<file path="config.mk">
export PLATFORM = sky130hd
export DESIGN_NAME = ula_bist
export DESIGN_NICKNAME = d
export VERILOG_FILES = /design/src/rtl/ula_pkg.sv /design/src/rtl/ula_bist_rom.sv /design/src/rtl/ula_bist.sv
export SDC_FILE = /design/constraint.sdc
export NUM_CORES = 1
export LEC_CHECK = 0
export BUFFER_PORTS_ARGS = -buffer_cell sky130_fd_sc_hd__buf_2
export CAP_MARGIN = 20
export CELL_PAD_IN_SITES_DETAIL_PLACEMENT = 1
export CELL_PAD_IN_SITES_GLOBAL_PLACEMENT = 1
export CORE_MARGIN = 2
export CORE_UTILIZATION = 28
export DETAILED_ROUTE_END_ITERATION = 12
export GPL_ROUTABILITY_DRIVEN = 0
export PLACE_DENSITY_LB_ADDON = 0.1
export SKIP_CTS_REPAIR_TIMING = 1
export SYNTH_ARGS = -nofsm -noshare
export SYNTH_HDL_FRONTEND = slang
export SYNTH_HIERARCHICAL = 1
export SYNTH_SLANG_ARGS = --single-unit
</file>
<file path="constraint.sdc">
create_clock -name clk -period 3.41 [get_ports clk]
set_clock_uncertainty 0.1 [all_clocks]
set_input_delay 0.682 -clock clk [delete_from_list [all_inputs] [get_ports clk]]
set_output_delay 0.682 -clock clk [all_outputs]
set_load 0.03 [all_outputs]
</file>
<file path="src/rtl/ula_pkg.sv">
// ---------------------------------------------------------------------------
// ula_pkg
// Shared definitions for the ULA built-in self-test.
//   - ALUControl operation codes understood by the ULA
//   - FSM state encoding of the BIST sequencer
//   - golden vector record layout and vector count
// Optional feature macro: ULA_BIST_SLT_SIGNED_EN
//   When defined, the vector table grows from 7 to 9 entries with two extra
//   signed set-less-than vectors.
// ---------------------------------------------------------------------------
package ula_pkg;

    // ALUControl operation codes
    localparam logic [2:0] ADD = 3'b000;
    localparam logic [2:0] SUB = 3'b001;
    localparam logic [2:0] AND = 3'b010;
    localparam logic [2:0] OR  = 3'b011;
    localparam logic [2:0] SLT = 3'b101;

    // Sequencer states
    typedef enum logic [1:0] {
        IDLE  = 2'd0,
        DRIVE = 2'd1,
        CHECK = 2'd2,
        DONE  = 2'd3
    } state_t;

`ifdef ULA_BIST_SLT_SIGNED_EN
    localparam int VEC_COUNT = 9;
`else
    localparam int VEC_COUNT = 7;
`endif

    localparam logic [3:0] LAST_IDX    = 4'(VEC_COUNT - 1);
    localparam logic [3:0] NO_FAIL_IDX = 4'hF;

    // One golden vector: operands, opcode and the ULA response we expect
    typedef struct packed {
        logic [31:0] a;
        logic [31:0] b;
        logic [2:0]  code;
        logic [31:0] result;
        logic        zero;
    } vector_t;

    function automatic vector_t make_vector(
        input logic [31:0] a,
        input logic [31:0] b,
        input logic [2:0]  code,
        input logic [31:0] result,
        input logic        zero
    );
        vector_t v;
        v.a      = a;
        v.b      = b;
        v.code   = code;
        v.result = result;
        v.zero   = zero;
        return v;
    endfunction

endpackage

</file>
<file path="src/rtl/ula_bist_rom.sv">
// ---------------------------------------------------------------------------
// ula_bist_rom
// Combinational golden vector table for the ULA self-test.
// Ports:
//   idx  in  4   vector index
//   vec  out     {A, B, ALUControl, expected ALUResult, expected Zero}
// Indices beyond the table return an all-zero record.
// Optional feature macro: ULA_BIST_SLT_SIGNED_EN adds vectors 7 and 8, which
// only pass on a ULA whose SLT compares as signed numbers.
// ---------------------------------------------------------------------------
module ula_bist_rom
    import ula_pkg::*;
(
    input  logic [3:0] idx,
    output vector_t    vec
);

    // Table lookup; code 3'b100 is deliberately an undefined opcode that a
    // correct ULA answers with 0.
    always_comb begin
        vec = '0;
        case (idx)
            4'd0: vec = make_vector(32'd10,        32'd5,         ADD,    32'd15,        1'b0);
            4'd1: vec = make_vector(32'd15,        32'd15,        SUB,    32'd0,         1'b1);
            4'd2: vec = make_vector(32'hFF00_FF00, 32'h0F0F_0F0F, AND,    32'h0F00_0F00, 1'b0);
            4'd3: vec = make_vector(32'h0000_FFFF, 32'hFFFF_0000, OR,     32'hFFFF_FFFF, 1'b0);
            4'd4: vec = make_vector(32'd7,         32'd20,        SLT,    32'd1,         1'b0);
            4'd5: vec = make_vector(32'd25,        32'd10,        SLT,    32'd0,         1'b1);
            4'd6: vec = make_vector(32'd100,       32'd50,        3'b100, 32'd0,         1'b1);
`ifdef ULA_BIST_SLT_SIGNED_EN
            4'd7: vec = make_vector(32'hFFFF_FFFF, 32'd1,         SLT,    32'd1,         1'b0);
            4'd8: vec = make_vector(32'd1,         32'hFFFF_FFFF, SLT,    32'd0,         1'b1);
`endif
            default: vec = '0;
        endcase
    end

endmodule

</file>
<file path="src/rtl/ula_bist.sv">
// ---------------------------------------------------------------------------
// ula_bist
// Built-in self-test sequencer for the ULA. Walks the golden vector table,
// drives each vector onto the ULA inputs, samples the ULA response and
// reports pass/fail through a start/done handshake.
// Parameters:
//   SETTLE_CYCLES  cycles a vector is held before the response is sampled (1..15)
//   STOP_ON_FAIL   1 ends the run at the first mismatching vector
// Ports:
//   clk             in   1   rising-edge clock
//   reset_n         in   1   synchronous active-low reset
//   start           in   1   run request, honoured in IDLE or DONE
//   A, B            out  32  operands to the ULA
//   ALUControl      out  3   opcode to the ULA
//   ALUResult       in   32  ULA result
//   Zero            in   1   ULA zero flag
//   busy            out  1   vectors are being applied
//   done            out  1   run finished, held until next start or reset
//   pass            out  1   every vector matched (valid with done)
//   fail_count      out  4   mismatching vectors, saturating at 15
//   first_fail_idx  out  4   index of first mismatch, 4'hF when none
// Optional feature macro: ULA_BIST_SLT_SIGNED_EN (extends the vector table,
// handled in ula_pkg and ula_bist_rom).
// ---------------------------------------------------------------------------
module ula_bist
    import ula_pkg::*;
#(
    parameter int SETTLE_CYCLES = 1,
    parameter bit STOP_ON_FAIL  = 1'b0
)
(
    input  logic        clk,
    input  logic        reset_n,
    input  logic        start,
    output logic [31:0] A,
    output logic [31:0] B,
    output logic [2:0]  ALUControl,
    input  logic [31:0] ALUResult,
    input  logic        Zero,
    output logic        busy,
    output logic        done,
    output logic        pass,
    output logic [3:0]  fail_count,
    output logic [3:0]  first_fail_idx
);

    localparam logic [3:0] SETTLE_LAST = 4'(SETTLE_CYCLES - 1);

    state_t      state;
    state_t      next_state;
    logic [3:0]  idx;
    logic [3:0]  next_idx;
    logic [3:0]  settle_cnt;
    logic [3:0]  next_settle_cnt;

    // Expected response of the vector currently on the ULA inputs
    logic [31:0] exp_result;
    logic        exp_zero;

    logic        start_ok;
    logic        mismatch;
    vector_t     rom_vec;

    logic [31:0] a_next;
    logic [31:0] b_next;
    logic [2:0]  code_next;
    logic [31:0] exp_result_next;
    logic        exp_zero_next;
    logic        busy_next;
    logic        done_next;
    logic        pass_next;
    logic [3:0]  fail_count_next;
    logic [3:0]  first_fail_idx_next;

    assign start_ok = start && ((state == IDLE) || (state == DONE));
    assign mismatch = (state == CHECK) &&
                      ((ALUResult != exp_result) || (Zero != exp_zero));

    // The table is addressed with the index the sequencer will hold after
    // this edge, so the registered operands line up with the new state.
    ula_bist_rom u_rom (
        .idx (next_idx),
        .vec (rom_vec)
    );

    // State register plus all registered outputs. Reset wins over
    // everything, so an aborted run leaves no partial results behind.
    always_ff @(posedge clk) begin
        if (!reset_n) begin
            state          <= IDLE;
            idx            <= 4'd0;
            settle_cnt     <= 4'd0;
            A              <= 32'd0;
            B              <= 32'd0;
            ALUControl     <= 3'd0;
            exp_result     <= 32'd0;
            exp_zero       <= 1'b0;
            busy           <= 1'b0;
            done           <= 1'b0;
            pass           <= 1'b0;
            fail_count     <= 4'd0;
            first_fail_idx <= NO_FAIL_IDX;
        end else begin
            state          <= next_state;
            idx            <= next_idx;
            settle_cnt     <= next_settle_cnt;
            A              <= a_next;
            B              <= b_next;
            ALUControl     <= code_next;
            exp_result     <= exp_result_next;
            exp_zero       <= exp_zero_next;
            busy           <= busy_next;
            done           <= done_next;
            pass           <= pass_next;
            fail_count     <= fail_count_next;
            first_fail_idx <= first_fail_idx_next;
        end
    end

    // Next-state logic. DRIVE counts settle cycles; CHECK either advances
    // to the next vector or finishes the run.
    always_comb begin
        next_state      = state;
        next_idx        = idx;
        next_settle_cnt = settle_cnt;
        case (state)
            IDLE, DONE: begin
                if (start) begin
                    next_state      = DRIVE;
                    next_idx        = 4'd0;
                    next_settle_cnt = 4'd0;
                end
            end
            DRIVE: begin
                if (settle_cnt == SETTLE_LAST) begin
                    next_state = CHECK;
                end else begin
                    next_settle_cnt = settle_cnt + 4'd1;
                end
            end
            CHECK: begin
                if ((idx == LAST_IDX) || (STOP_ON_FAIL && mismatch)) begin
                    next_state = DONE;
                end else begin
                    next_state      = DRIVE;
                    next_idx        = idx + 4'd1;
                    next_settle_cnt = 4'd0;
                end
            end
            default: begin
                next_state = IDLE;
            end
        endcase
    end

    // Output logic: values the output registers take at the next edge.
    // Operands are only driven while a vector is in flight; fail tracking
    // is cleared on an accepted start and updated on each CHECK mismatch.
    always_comb begin
        a_next              = 32'd0;
        b_next              = 32'd0;
        code_next           = 3'd0;
        exp_result_next     = 32'd0;
        exp_zero_next       = 1'b0;
        fail_count_next     = fail_count;
        first_fail_idx_next = first_fail_idx;

        busy_next = (next_state == DRIVE) || (next_state == CHECK);
        done_next = (next_state == DONE);

        if (busy_next) begin
            a_next          = rom_vec.a;
            b_next          = rom_vec.b;
            code_next       = rom_vec.code;
            exp_result_next = rom_vec.result;
            exp_zero_next   = rom_vec.zero;
        end

        if (start_ok) begin
            fail_count_next     = 4'd0;
            first_fail_idx_next = NO_FAIL_IDX;
        end else if (mismatch) begin
            if (fail_count != 4'hF) begin
                fail_count_next = fail_count + 4'd1;
            end
            if (first_fail_idx == NO_FAIL_IDX) begin
                first_fail_idx_next = idx;
            end
        end

        pass_next = done_next && (fail_count_next == 4'd0);
    end

endmodule
</file>
==> implementation parameters <==
Parameter                              Value

Die
  Chip height ... 138 um
  Die X ... 138 um
  Die Outline Area ... 0.0190 mm2
  Number of core rows ... 48
  Initial Utilization ... 28.7%
  Top-level I/O count ... 114
  Core box area ... 0.0174 mm2

Synth
  Most frequently used flop master after synthesis ... sky130_fd_sc_hd__dfxtp_1
  Ranking of synthesized cells by instance count ... sky130_fd_sc_hd__dfxtp_1 (121), sky130_fd_sc_hd__and3_1 (103), sky130_fd_sc_hd__buf_4 (81)
  Post-synth ARST share ... 0%
  Cell variety after synth ... 49
  Share of Yosys cell area claimed by the top area cell type ... 48.4%
  Netlist area before placement ... 0.00501 mm2
  Dominant combinational cell family by area after synthesis ... simple AND/OR/NAND/NOR gates
  Number of instances in the synthesized netlist ... 513
  Fraction of the mapped netlist area in simple logic gates ... 22.4%
  Yosys warns ... 6
  Synth Area in Compound Gates ... 5.27%
  Xor-xnor portion of the synthesized cell area ... 6.30%
  #FFs+latches synth ... 121
  Share of the yosys chip area belonging to registers ... 48.4%
  Top area cells in the synthesized netlist ... sky130_fd_sc_hd__dfxtp_1 (48%), sky130_fd_sc_hd__and3_1 (13%), sky130_fd_sc_hd__buf_4 (12%)
  Proportion of synthesized area in mux cells ... 0.200%
  EDFF count, synth ... 0
  Yosys top cell by area ... sky130_fd_sc_hd__dfxtp_1
  Mean cell area of the mapped netlist ... 9.76 um2
  Synth Area in Adders ... 2.20%
  Cell with the most instances after synthesis ... sky130_fd_sc_hd__dfxtp_1

Clock tree
  Root Driver ... sky130_fd_sc_hd__clkbuf_16
  CTS tree ... built
  Number of H-tree branching levels ... 4
  Worst-skew pair later-pin latency ... 410 ps
  Worst-path clk slew ... 50 ps
  Number of clock sinks seen by CTS ... 121
  Bufs on Longest Clock Path ... 2
  TritonCTS Buffers ... 17

Layout
  Number of fill cells in the layout ... 2,001
  Proportion of layout cells with a drive suffix above 1 ... 28.5%
  Post-layout utilization of the core ... 34.1%
  Layout Area Growth over Synthesis ... 18.5%
  Antenna diode count ... 0
  Post-layout nets ... 599

Placed design
  Final HPWL DP ... 8050 um
  IO Port Bufs ... 113

Timing
  Worst Max-Slew Pin Slew ... 900 ps
  Worst relative slew slack ... 40.0%
  Final setup fails ... 0
  Final TNS setup ... 0 ps
  Unrepaired setup endpoints after global routing ... no
  Post-layout minimum cycle time ... 2920 ps
  Number of slew-limit violations in the final report ... 0
  Max frequency ... 343 MHz
  Final critical-path share of the clock period ... 85.6%
  Final hold violation count ... 0

Setup path
  Total number of cells along the worst setup path ... 9
  Timing endpoint of the critical path ... B[24]$_SDFF_PN0_
  Crit. End Element ... flip-flop
  Slowest Stage Delay on Critical Path ... 600 ps
  Critical R2R Launch ... state[0]$_SDFF_PN0_
  Start point of the critical path ... state[0]$_SDFF_PN0_
  Startpoint class of the critical path ... flip-flop
  Critical path's top delay family ... simple AND/OR/NAND/NOR gates
  Required arrival time at the worst endpoint ... 3660 ps
  Slack of the worst reg-to-reg path ... 490 ps
  Highest fanout seen on the critical path ... 14
  WS Path Type ... reg2reg
  Worst path cell trace ... inv_1 -> ha_1 -> nand2b_1 -> nand2_1 -> a22o_1 -> or2_0 -> nor2_2 -> buf_4 -> and3_1
  Cells on worst reg2reg path ... 9
  Cell with the largest stage delay on the worst path ... sky130_fd_sc_hd__nor2_2
  Critical path arrival ... 3170 ps
  Worst path bufs/invs ... 2
  Worst r2r dst ... B[24]$_SDFF_PN0_

Global routing
  Layer with the highest usage ... met2
  All-layer global routing usage ... 13.2%
  Met3 demand-to-capacity share in global routing ... 5.33%
  Maximum number of pins on one net before global-route repair ... 65
  Global Route met2 Usage ... 19.3%
  Met1 capacity usage during global routing ... 16.9%
  Number of global-route vias before repair ... 3,486
  Total global routing overflow ... 0
  Initial antenna violation count ... 0
  Wire length of the first global-routing pass ... 18,800 um

Detailed routing
  Via total after detailed routing ... 3,463
  Detailed Route WL ... 11,800 um
  Per-cell routed wire length ... 14.9 um
  Vias per inst ... 4.37
  Iteration-0 DRC count of the detailed router ... 146
  Length of the first detailed-routing pass in iterations ... 4
  Remaining routing DRC violations ... 0
  Antenna violation net count after detailed routing ... 0

Pwr
  Part of the total power dissipated in the clock network ... 44.5%
  Switching power ... 1330 uW
  Lkg Pwr ... 0.00294 uW
  Cell Pwr Density ... 767 mW/mm2
  Switch share ... 29.3%
  Total internal power ... 3220 uW
  Worst ir drop on vdd ... 0.346 mV
  Proportion of power drawn by flip-flops and latches ... 34.9%
  Combinational group share of total power ... 20.6%

Run
  Max-capacitance violation count ... 0

Min path
  Worst Hold Class ... reg2reg

Status
  Run status ... complete, no violations
[per-layer routing]
metal | vias to the layer above | wire, um
li1 | 1726 | -
met1 | 1625 | 5600
met2 | 96 | 5100
met3 | 16 | 914
met4 | 0 | 222
met5 | - | 0
[kinds of logic (layout without fill, tap and decap cells)]
group | Yosys count | after routing
and+or+nand+nor | 185 | 185
DFF | 121 | 121
buffers and inverters | 119 | 161
AOI/OAI and AO/OA | 41 | 41
xor gates and xnor gates | 36 | 36
adders and majority gates | 9 | 9
other | 1 | 14
muxes | 1 | 1
[per-stage QoR]
step	cells	worst slack [ps]	hold slack, ps	total power [uW]	instance area, um2
2_1_floorplan	526	297	403	2270	5060
3_3_place_gp	761	509	389	2560	5260
3_5_place_dp	761	400	394	2580	5260
4_1_cts	793	402	404	4630	5930
5_1_grt	793	189	448	4790	5930
6_report	793	491	398	4550	5930
[layout make-up]
type                       instances  area [um2]  area share (%)
clock inverter                    12         221            3.73
clock buffer                      20         447            7.53
tap                              225         282            4.75
sequential                       121        2420            40.8
multi-input combinational        286        1880            31.7
timing repair buffer             121         651            11.0
inverter                           8        30.0           0.506
[worst min path at each step]
stage	to	start	slack [ps]	cells past startpoint
final	first_fail_idx[2]$_SDFFE_PP1P_	first_fail_idx[2]$_SDFFE_PP1P_	400	2
after global routing	first_fail_idx[3]$_SDFFE_PP1P_	first_fail_idx[3]$_SDFFE_PP1P_	450	2
after CTS	first_fail_idx[2]$_SDFFE_PP1P_	first_fail_idx[2]$_SDFFE_PP1P_	400	2
after detailed placement	first_fail_idx[2]$_SDFFE_PP1P_	first_fail_idx[2]$_SDFFE_PP1P_	390	2
after global placement	first_fail_idx[2]$_SDFFE_PP1P_	first_fail_idx[2]$_SDFFE_PP1P_	390	2
after floorplan	settle_cnt[3]$_SDFFE_PN0P_	settle_cnt[3]$_SDFFE_PN0P_	400	2
[power by group through the flow]
| stage | combinational, uW | clock [uW] | sequential (uW) |
|---|---|---|---|
| after floorplan | 495 | 0 | 1770 |
| after global placement | 949 | 0 | 1620 |
| after detailed placement | 958 | 0 | 1620 |
| after CTS | 960 | 2080 | 1590 |
| after global routing | 1050 | 2140 | 1600 |
| final | 940 | 2020 | 1590 |
[tightest hold or removal path, stage by stage (launching register included)]
cell and delay [ps]:
sky130_fd_sc_hd__dfxtp_1 330, sky130_fd_sc_hd__o21ai_0 80, sky130_fd_sc_hd__nand2_1 50
[flip-flops by register name, indices dropped and copies added (netlist names)]
signal,cells
state,2
fail_count,4
B,32
exp_result,32
busy,1
settle_cnt,4
ALUControl,3
done,1
A,32
exp_zero,1
first_fail_idx,4
idx,4
pass,1
[cell usage in the layout, fill, tap and decap left out, types with 7 or more instances in the layout]
cell                        Yosys  final
sky130_fd_sc_hd__conb_1         1     14
sky130_fd_sc_hd__and3_1       103    103
sky130_fd_sc_hd__dfxtp_1      121    121
sky130_fd_sc_hd__a21oi_1        9      9
sky130_fd_sc_hd__buf_2          3    113
sky130_fd_sc_hd__nand3_1        8      8
sky130_fd_sc_hd__ha_1           8      7
sky130_fd_sc_hd__nor2_1        10      8
sky130_fd_sc_hd__inv_1          8      8
sky130_fd_sc_hd__and2_1        13     13
sky130_fd_sc_hd__clkbuf_16      0     17
sky130_fd_sc_hd__nand4_1        7      7
sky130_fd_sc_hd__xnor2_1       33     33
sky130_fd_sc_hd__nand2_1       16     16
sky130_fd_sc_hd__o21ai_0       12     11
Note: power is estimated with default switching activity, not from simulation.
